### config.mk
export PLATFORM = sky130hd
export DESIGN_NAME = mem_access_unit
export DESIGN_NICKNAME = d
export VERILOG_FILES = /design/src/rtl/mem_access_pkg.sv /design/src/rtl/mem_load_align.sv /design/src/rtl/mem_access_unit.sv
export SDC_FILE = /design/constraint.sdc
export NUM_CORES = 1
export LEC_CHECK = 0
export CORE_ASPECT_RATIO = 0.7
export CORE_MARGIN = 3
export CORE_UTILIZATION = 41
export DETAILED_ROUTE_END_ITERATION = 10
export HOLD_SLACK_MARGIN = 0.08
export PLACE_DENSITY_LB_ADDON = 0.3
export SLEW_MARGIN = 10
export SYNTH_ARGS = -nofsm -noshare
export SYNTH_HDL_FRONTEND = slang
export SYNTH_SLANG_ARGS = --single-unit
### constraint.sdc
create_clock -name clk -period 1.7 [get_ports clk]
set_clock_uncertainty 0.05 [all_clocks]
set_input_delay 0.34 -clock clk [delete_from_list [all_inputs] [get_ports clk]]
set_output_delay 0.34 -clock clk [all_outputs]
set_load 0.01 [all_outputs]
### src/rtl/mem_access_pkg.sv
// mem_access_pkg: shared types, funct3 size codes and decode helpers for the memory access unit.
package mem_access_pkg;
  typedef enum logic [1:0] {OP_FETCH = 2'b00, OP_LOAD = 2'b01, OP_STORE = 2'b10, OP_RSVD = 2'b11} op_kind_e;
  typedef enum logic [1:0] {S_IDLE = 2'd0, S_REQ = 2'd1, S_WAIT = 2'd2} state_e;
  typedef enum logic [1:0] {FC_NONE = 2'b00, FC_MISALIGN = 2'b01, FC_TIMEOUT = 2'b10, FC_ILLEGAL = 2'b11} fault_cause_e;
  localparam logic [2:0] F3_B  = 3'b000;
  localparam logic [2:0] F3_H  = 3'b001;
  localparam logic [2:0] F3_W  = 3'b010;
  localparam logic [2:0] F3_D  = 3'b011;
  localparam logic [2:0] F3_WU = 3'b110;
  localparam logic [31:0] NOP_INSTR = 32'h0000_0013;
  // Doubleword and LWU only exist on a 64-bit datapath; stores have no unsigned forms.
  function automatic logic f3_legal(input logic [2:0] f3, input logic st, input logic x64);
    return st ? (!f3[2] && (x64 || f3 != F3_D))
              : (f3 != 3'b111 && (x64 || (f3 != F3_D && f3 != F3_WU)));
  endfunction
  function automatic logic f3_misaligned(input logic [2:0] f3, input logic [2:0] a);
    return (f3[1:0] == F3_H[1:0] && a[0]) || (f3[1:0] == F3_W[1:0] && |a[1:0]) ||
           (f3[1:0] == F3_D[1:0] && |a);
  endfunction
endpackage

### src/rtl/mem_load_align.sv
// mem_load_align: shifts read data down to its byte lane and sign/zero-extends it;
// also yields the size mask shifted to the lane, used as store byte enables.
module mem_load_align
  import mem_access_pkg::*;
#(
  parameter int XLEN = 32
) (
  input  logic [XLEN-1:0]          rdata,
  input  logic [$clog2(XLEN/8)-1:0] offset,
  input  logic [2:0]               funct3,
  output logic [XLEN-1:0]          data,
  output logic [XLEN/8-1:0]        lane
);
  localparam int NB = XLEN/8;
  logic [XLEN-1:0] w_sh, w_up;
  logic signed [XLEN-1:0] w_sx;
  logic [6:0] w_pad;
  // Extension works by pushing the field to the top and shifting it back down.
  always_comb begin
    w_sh = rdata >> {offset, 3'b000};
    w_pad = (funct3[1:0] == F3_B[1:0]) ? 7'(XLEN-8) :
            (funct3[1:0] == F3_H[1:0]) ? 7'(XLEN-16) :
            (funct3[1:0] == F3_W[1:0]) ? 7'(XLEN-32) : 7'd0;
    w_up = w_sh << w_pad;
    w_sx = $signed(w_up) >>> w_pad;
    data = funct3[2] ? (w_up >> w_pad) : w_sx;
    lane = ((funct3[1:0] == F3_B[1:0]) ? NB'(1) :
            (funct3[1:0] == F3_H[1:0]) ? NB'(3) :
            (funct3[1:0] == F3_W[1:0]) ? NB'(15) : {NB{1'b1}}) << offset;
  end
endmodule

### src/rtl/mem_access_unit.sv
// mem_access_unit: PC/instr/data registers plus fetch/load/store over a req/gnt/rvalid memory.
// Define MEM_TIMEOUT_EN to abort requests that stay in REQ/WAIT for TIMEOUT_CYC cycles.
module mem_access_unit
  import mem_access_pkg::*;
#(
  parameter int              XLEN        = 32,
  parameter logic [XLEN-1:0] RESET_PC    = '0,
  parameter int              TIMEOUT_CYC = 64
) (
  input  logic              clk,
  input  logic              reset_n,
  input  logic              op_valid,
  output logic              op_ready,
  input  logic [1:0]        op_kind,
  input  logic [2:0]        funct3,
  input  logic [XLEN-1:0]   addr,
  input  logic [XLEN-1:0]   wdata,
  input  logic              pc_write,
  input  logic [XLEN-1:0]   pc_next,
  output logic [XLEN-1:0]   pc,
  output logic [XLEN-1:0]   old_pc,
  output logic [31:0]       instr,
  output logic [XLEN-1:0]   data,
  output logic              done,
  output logic              fault,
  output logic [1:0]        fault_cause,
  output logic              mem_req,
  output logic              mem_we,
  output logic [XLEN-1:0]   mem_addr,
  output logic [XLEN/8-1:0] mem_be,
  output logic [XLEN-1:0]   mem_wdata,
  input  logic              mem_gnt,
  input  logic              mem_rvalid,
  input  logic [XLEN-1:0]   mem_rdata
);
  localparam int NB = XLEN/8;
  localparam int OW = $clog2(NB);
  localparam logic [1:0] ST_IDLE = 2'(S_IDLE);
  localparam logic [1:0] ST_REQ  = 2'(S_REQ);
  localparam logic [1:0] ST_WAIT = 2'(S_WAIT);

  if ((XLEN != 32 && XLEN != 64) || TIMEOUT_CYC < 1) begin : g_bad_param
    $error("mem_access_unit: XLEN must be 32 or 64 and TIMEOUT_CYC positive");
  end

  logic [1:0] r_state, r_kind, r_cause;
  logic [2:0] r_f3;
  logic [XLEN-1:0] r_addr, r_wdata, r_pc, r_old_pc, r_data;
  logic [31:0] r_instr;
  logic r_done, r_fault;
  logic [XLEN-1:0] w_a, w_ext;
  logic [NB-1:0] w_lane;
  logic [2:0] w_af3;
  logic [1:0] w_nxt;
  logic w_ill, w_mis, w_acc, w_go, w_is_st, w_is_fe, w_fin_st, w_fin_rd, w_to;

  always_comb begin
    w_a = (op_kind == OP_FETCH) ? r_pc : addr;
    w_ill = (op_kind == OP_RSVD) ||
            (op_kind != OP_FETCH && !f3_legal(funct3, op_kind == OP_STORE, XLEN == 64));
    w_mis = (op_kind == OP_FETCH) ? |w_a[1:0] : f3_misaligned(funct3, w_a[2:0]);
    w_acc = r_state == ST_IDLE && op_valid;
    w_go = w_acc && !w_ill && !w_mis;
    w_is_st = r_kind == OP_STORE;
    w_is_fe = r_kind == OP_FETCH;
    w_af3 = w_is_fe ? F3_WU : r_f3;
    w_fin_st = r_state == ST_REQ && mem_gnt && w_is_st;
    w_fin_rd = r_state == ST_WAIT && mem_rvalid;
    w_nxt = w_to ? ST_IDLE :
            (r_state == ST_IDLE) ? (w_go ? ST_REQ : ST_IDLE) :
            (r_state == ST_REQ) ? (mem_gnt ? (w_is_st ? ST_IDLE : ST_WAIT) : ST_REQ) :
            (mem_rvalid ? ST_IDLE : ST_WAIT);
  end

  // Fetches read the 32-bit lane picked by the latched PC, hence the fixed WU decode.
  mem_load_align #(.XLEN(XLEN)) u_align (
    .rdata  (mem_rdata),
    .offset (r_addr[OW-1:0]),
    .funct3 (w_af3),
    .data   (w_ext),
    .lane   (w_lane)
  );

`ifdef MEM_TIMEOUT_EN
  localparam int TW = $clog2(TIMEOUT_CYC + 1);
  logic [TW-1:0] r_tcnt;
  always_ff @(posedge clk or negedge reset_n) begin
    if (!reset_n) r_tcnt <= '0;
    else if (w_acc) r_tcnt <= '0;
    else if (r_state != ST_IDLE) r_tcnt <= r_tcnt + TW'(1);
  end
  assign w_to = r_state != ST_IDLE && r_tcnt == TW'(TIMEOUT_CYC - 1) && !w_fin_st && !w_fin_rd;
`else
  assign w_to = 1'b0;
`endif

  always_ff @(posedge clk or negedge reset_n) begin
    if (!reset_n) begin
      r_state <= ST_IDLE;
      r_kind <= 2'(OP_FETCH);
      r_f3 <= '0;
      r_addr <= '0;
      r_wdata <= '0;
      r_pc <= RESET_PC;
      r_old_pc <= '0;
      r_instr <= NOP_INSTR;
      r_data <= '0;
      r_done <= 1'b0;
      r_fault <= 1'b0;
      r_cause <= 2'(FC_NONE);
    end else begin
      r_state <= w_nxt;
      r_done <= w_fin_st || w_fin_rd;
      r_fault <= (w_acc && (w_ill || w_mis)) || w_to;
      if (pc_write) r_pc <= pc_next;
      if (w_acc && w_ill) r_cause <= 2'(FC_ILLEGAL);
      else if (w_acc && w_mis) r_cause <= 2'(FC_MISALIGN);
      else if (w_to) r_cause <= 2'(FC_TIMEOUT);
      if (w_acc) begin
        r_kind <= op_kind;
        r_f3 <= funct3;
        r_addr <= w_a;
        r_wdata <= wdata;
      end
      if (w_fin_rd && w_is_fe) begin
        r_instr <= w_ext[31:0];
        r_old_pc <= r_addr;
      end
      if (w_fin_rd && !w_is_fe) r_data <= w_ext;
    end
  end

  assign op_ready = r_state == ST_IDLE;
  assign pc = r_pc;
  assign old_pc = r_old_pc;
  assign instr = r_instr;
  assign data = r_data;
  assign done = r_done;
  assign fault = r_fault;
  assign fault_cause = r_cause;
  assign mem_req = r_state == ST_REQ;
  assign mem_we = mem_req && w_is_st;
  assign mem_addr = {r_addr[XLEN-1:OW], OW'(0)};
  assign mem_be = mem_req ? (w_is_st ? w_lane : {NB{1'b1}}) : '0;
  assign mem_wdata = r_wdata << {r_addr[OW-1:0], 3'b000};
endmodule

==> metrics.yaml <==
fin_crit_ns: 2.10
mostFrequentLayoutCell: "dfrtp_1"
rr_worst_depth: 6
fin_crit_sh_pct: 124
max_freq_mhz: 475
vias: 7890
overflow: 0
grtUsageTotal_pct: 22.8
syn_area_um2: 9260
viasPerCell: 5.24
drv_slew: 0
ys_seq_area_share_pct: 54.9
design.portCount: 342
grt_pass1_wl_um: 44300
final_nets: 1348
dpl.hpwl_um: 20700
die_height_um: 132
seqPwrFrac_pct: 35.7
r2r-start: "r_addr[0]$_DFFE_PN0P_"
cts.clk_slew.worst_paths_ns: 0.06
hold_viol: 0
drt_iter0_markers: 436
setup_ws_ns: -0.405
drtAntennaViolNets: 0
finalSetupViolCount: 101
placed_cell_area_um2: 13300
clock_path_buffers: 3
dieArea_um2: 24500
drt-total-wl_um: 30800
synth-async-reset-ratio_pct: 100
synth.distinct_cells: 39
ys_warn_count: 0
drc: 0
start_kind: "register"
synth_cells: 806
power_density_nw_per_um2: 1360
gp_congestion: 0.832
ys_ff_latch: 203
cts_buffers: 21
area_delta_synth_final_pct: 62.1
power.internal_w: 0.0134
worst_ep_arrival_time_ns: 1.71
dieWidth_um: 186
insertion_delay_ns: 0.49
p_switching_w: 0.00704
postLayoutCellArea_um2: 15000
power_leakage_nw: 6.92
synth_edf_count: 0
cts_tree: "done"
hold_path_class: "primary input to asynchronous set/reset pin"
critPathCapture: "mem_wdata[0]"
drt-wirelength-per-cell_um: 20.4
clock-sinks: 203
swShare_pct: 34.5
maxCapViolations: 0
drive_above_1_share_pct: 36.5
worstSetupEndpointType: "output pin"
r2r_slack_ns: -0.38
grt_setup_unrepaired: "true"
first_pass_iters: 4
finalSetupTns_ns: -29.39
cts_max_level: 1
clockRootBuffer: "clkbuf_16"
ir_drop_v: 0.000792
initial_core_util_pct: 42.2
p_comb_share_pct: 42.5
path_class: "register to output pin"
grt_max_degree: 48
startpoint: "r_addr[0]$_DFFE_PN0P_"
layout_common_cells: "196 x dfrtp_1, 159 x dlygate4sd2_1, 136 x clkdlybuf4s50_1"
status: "finished with violations"
port-buffer-count: 339
cp.required_ns: 1.31
num_rows: 45
violations: "setup timing"
core_um2: 22000
avgSynthCellArea_um2: 11.5
synthFlopType: "dfrtp_1"
r2r-end: "data[13]$_DFFE_PN0P_"
clkPwrFrac_pct: 21.9
path_max_fanout: 6
grt_antenna_before_repair: 1
grt_pass1_vias: 7747
[final cells by class]
| cell class | instances | area, um^2 |
|---|---|---|
| fillers | 1649 | 6940 |
| flip-flops and latches | 203 | 5090 |
| repair buffers | 463 | 4490 |
| multi-input cells | 514 | 4410 |
| clock buffers | 29 | 586 |
| well taps | 282 | 353 |
| clock inverters | 8 | 68.8 |
| inverters | 6 | 25.0 |
| diodes | 1 | 2.50 |
[Yosys cell counts (all sizes together), types with 2 or more instances]
library cell | number | area [um^2]
a211oi | 31 | 233
a21o | 2 | 15.0
a21oi | 51 | 255
and2 | 9 | 56.3
and3b | 2 | 17.5
buf | 63 | 398
clkbuf | 21 | 78.8
dfrtp | 200 | 5000
dfstp | 3 | 78.8
inv | 6 | 22.5
mux2 | 122 | 1370
mux2i | 55 | 551
nand2 | 73 | 274
nand3 | 3 | 15.0
nor2 | 69 | 262
nor2b | 16 | 100
nor3 | 4 | 20.0
nor3b | 2 | 15.0
o211ai | 17 | 128
o21a | 3 | 22.5
o21ai | 41 | 205
[metrics by stage]
step	std cells	setup WS (ns)	hold slack [ns]	util, %	power (W)
2_1_floorplan	807	-0.000252	-0.00559	-	0.0108
3_3_place_gp	1422	-0.369	0.222	60.5	0.0151
3_5_place_dp	1422	-0.386	0.221	60.5	0.0153
4_1_cts	1480	-0.405	0.276	64.7	0.0195
5_1_grt	1506	-0.486	0.299	68.4	0.0215
6_report	1506	-0.405	0.289	68.4	0.0204
[critical path, cell delays in order (launching register included)]
cell and delay [ns]:
dfrtp_2 0.48, buf_6 0.15, nor2_4 0.11, buf_6 0.12
buf_6 0.12, and2_4 0.15, buf_6 0.09
[registers in the layout, summed over array words and instances, names as in the netlist]
| name | count |
|---|---|
| fault | 1 |
| r_addr | 32 |
| r_wdata | 32 |
| r_f3 | 3 |
| data | 32 |
| pc | 32 |
| instr | 32 |
| done | 1 |
| old_pc | 32 |
| r_kind | 2 |
| fault_cause | 2 |
| r_state | 2 |
[power groups by stage]
stage	clock (W)	sequential, W	combinational (W)
floorplan	0	0.00757	0.00322
global placement	0	0.00728	0.00782
detailed placement	0	0.00733	0.00794
CTS	0.00457	0.00724	0.00767
global route	0.00476	0.00747	0.00929
finish	0.00447	0.00728	0.00867
[timing repair]
item	4_1_cts	5_1_grt
pin swaps	13	24
buffers inserted	17	20
hold buffers	1	0
gates resized for setup	430	139
setup endpoints to repair	251	179
endpoints found under the hold margin	202	0
gates cloned	4	7
[per-layer routing]
layer	vias to the layer above	GRT usage, %	part of all wire (%)
li1	3609	-	-
met1	3908	30.8	41
met2	326	36.4	47
met3	47	7.17	9.5
met4	0	5.08	2.4
met5	-	0	0
[cell families (layout without fill, tap and decap cells)]
logic type	count (synthesis)	count (layout)	share of synthesized area (%)
xor+xnor	1	1	0.0946
flops	203	203	54.9
simple gates	180	180	8.33
buf+inv	90	506	5.39
mux	178	178	21.0
compound gates	153	153	10.3
other cells	1	3	0.0405
[worst min-delay path by stage]
stage                                        end  slack [ns]  cells after the start
after global routing          pc[19]$_DFFE_PN0P_        0.30                      2
after global placement    r_addr[22]$_DFFE_PN0P_        0.22                      1
final                     r_addr[22]$_DFFE_PN0P_        0.29                      2
after CTS                     pc[19]$_DFFE_PN0P_        0.28                      2
after detailed placement  r_addr[22]$_DFFE_PN0P_        0.22                      1
after floorplan              data[0]$_DFFE_PN0P_      -0.006                      0
Note: power is estimated with default switching activity, not from simulation.
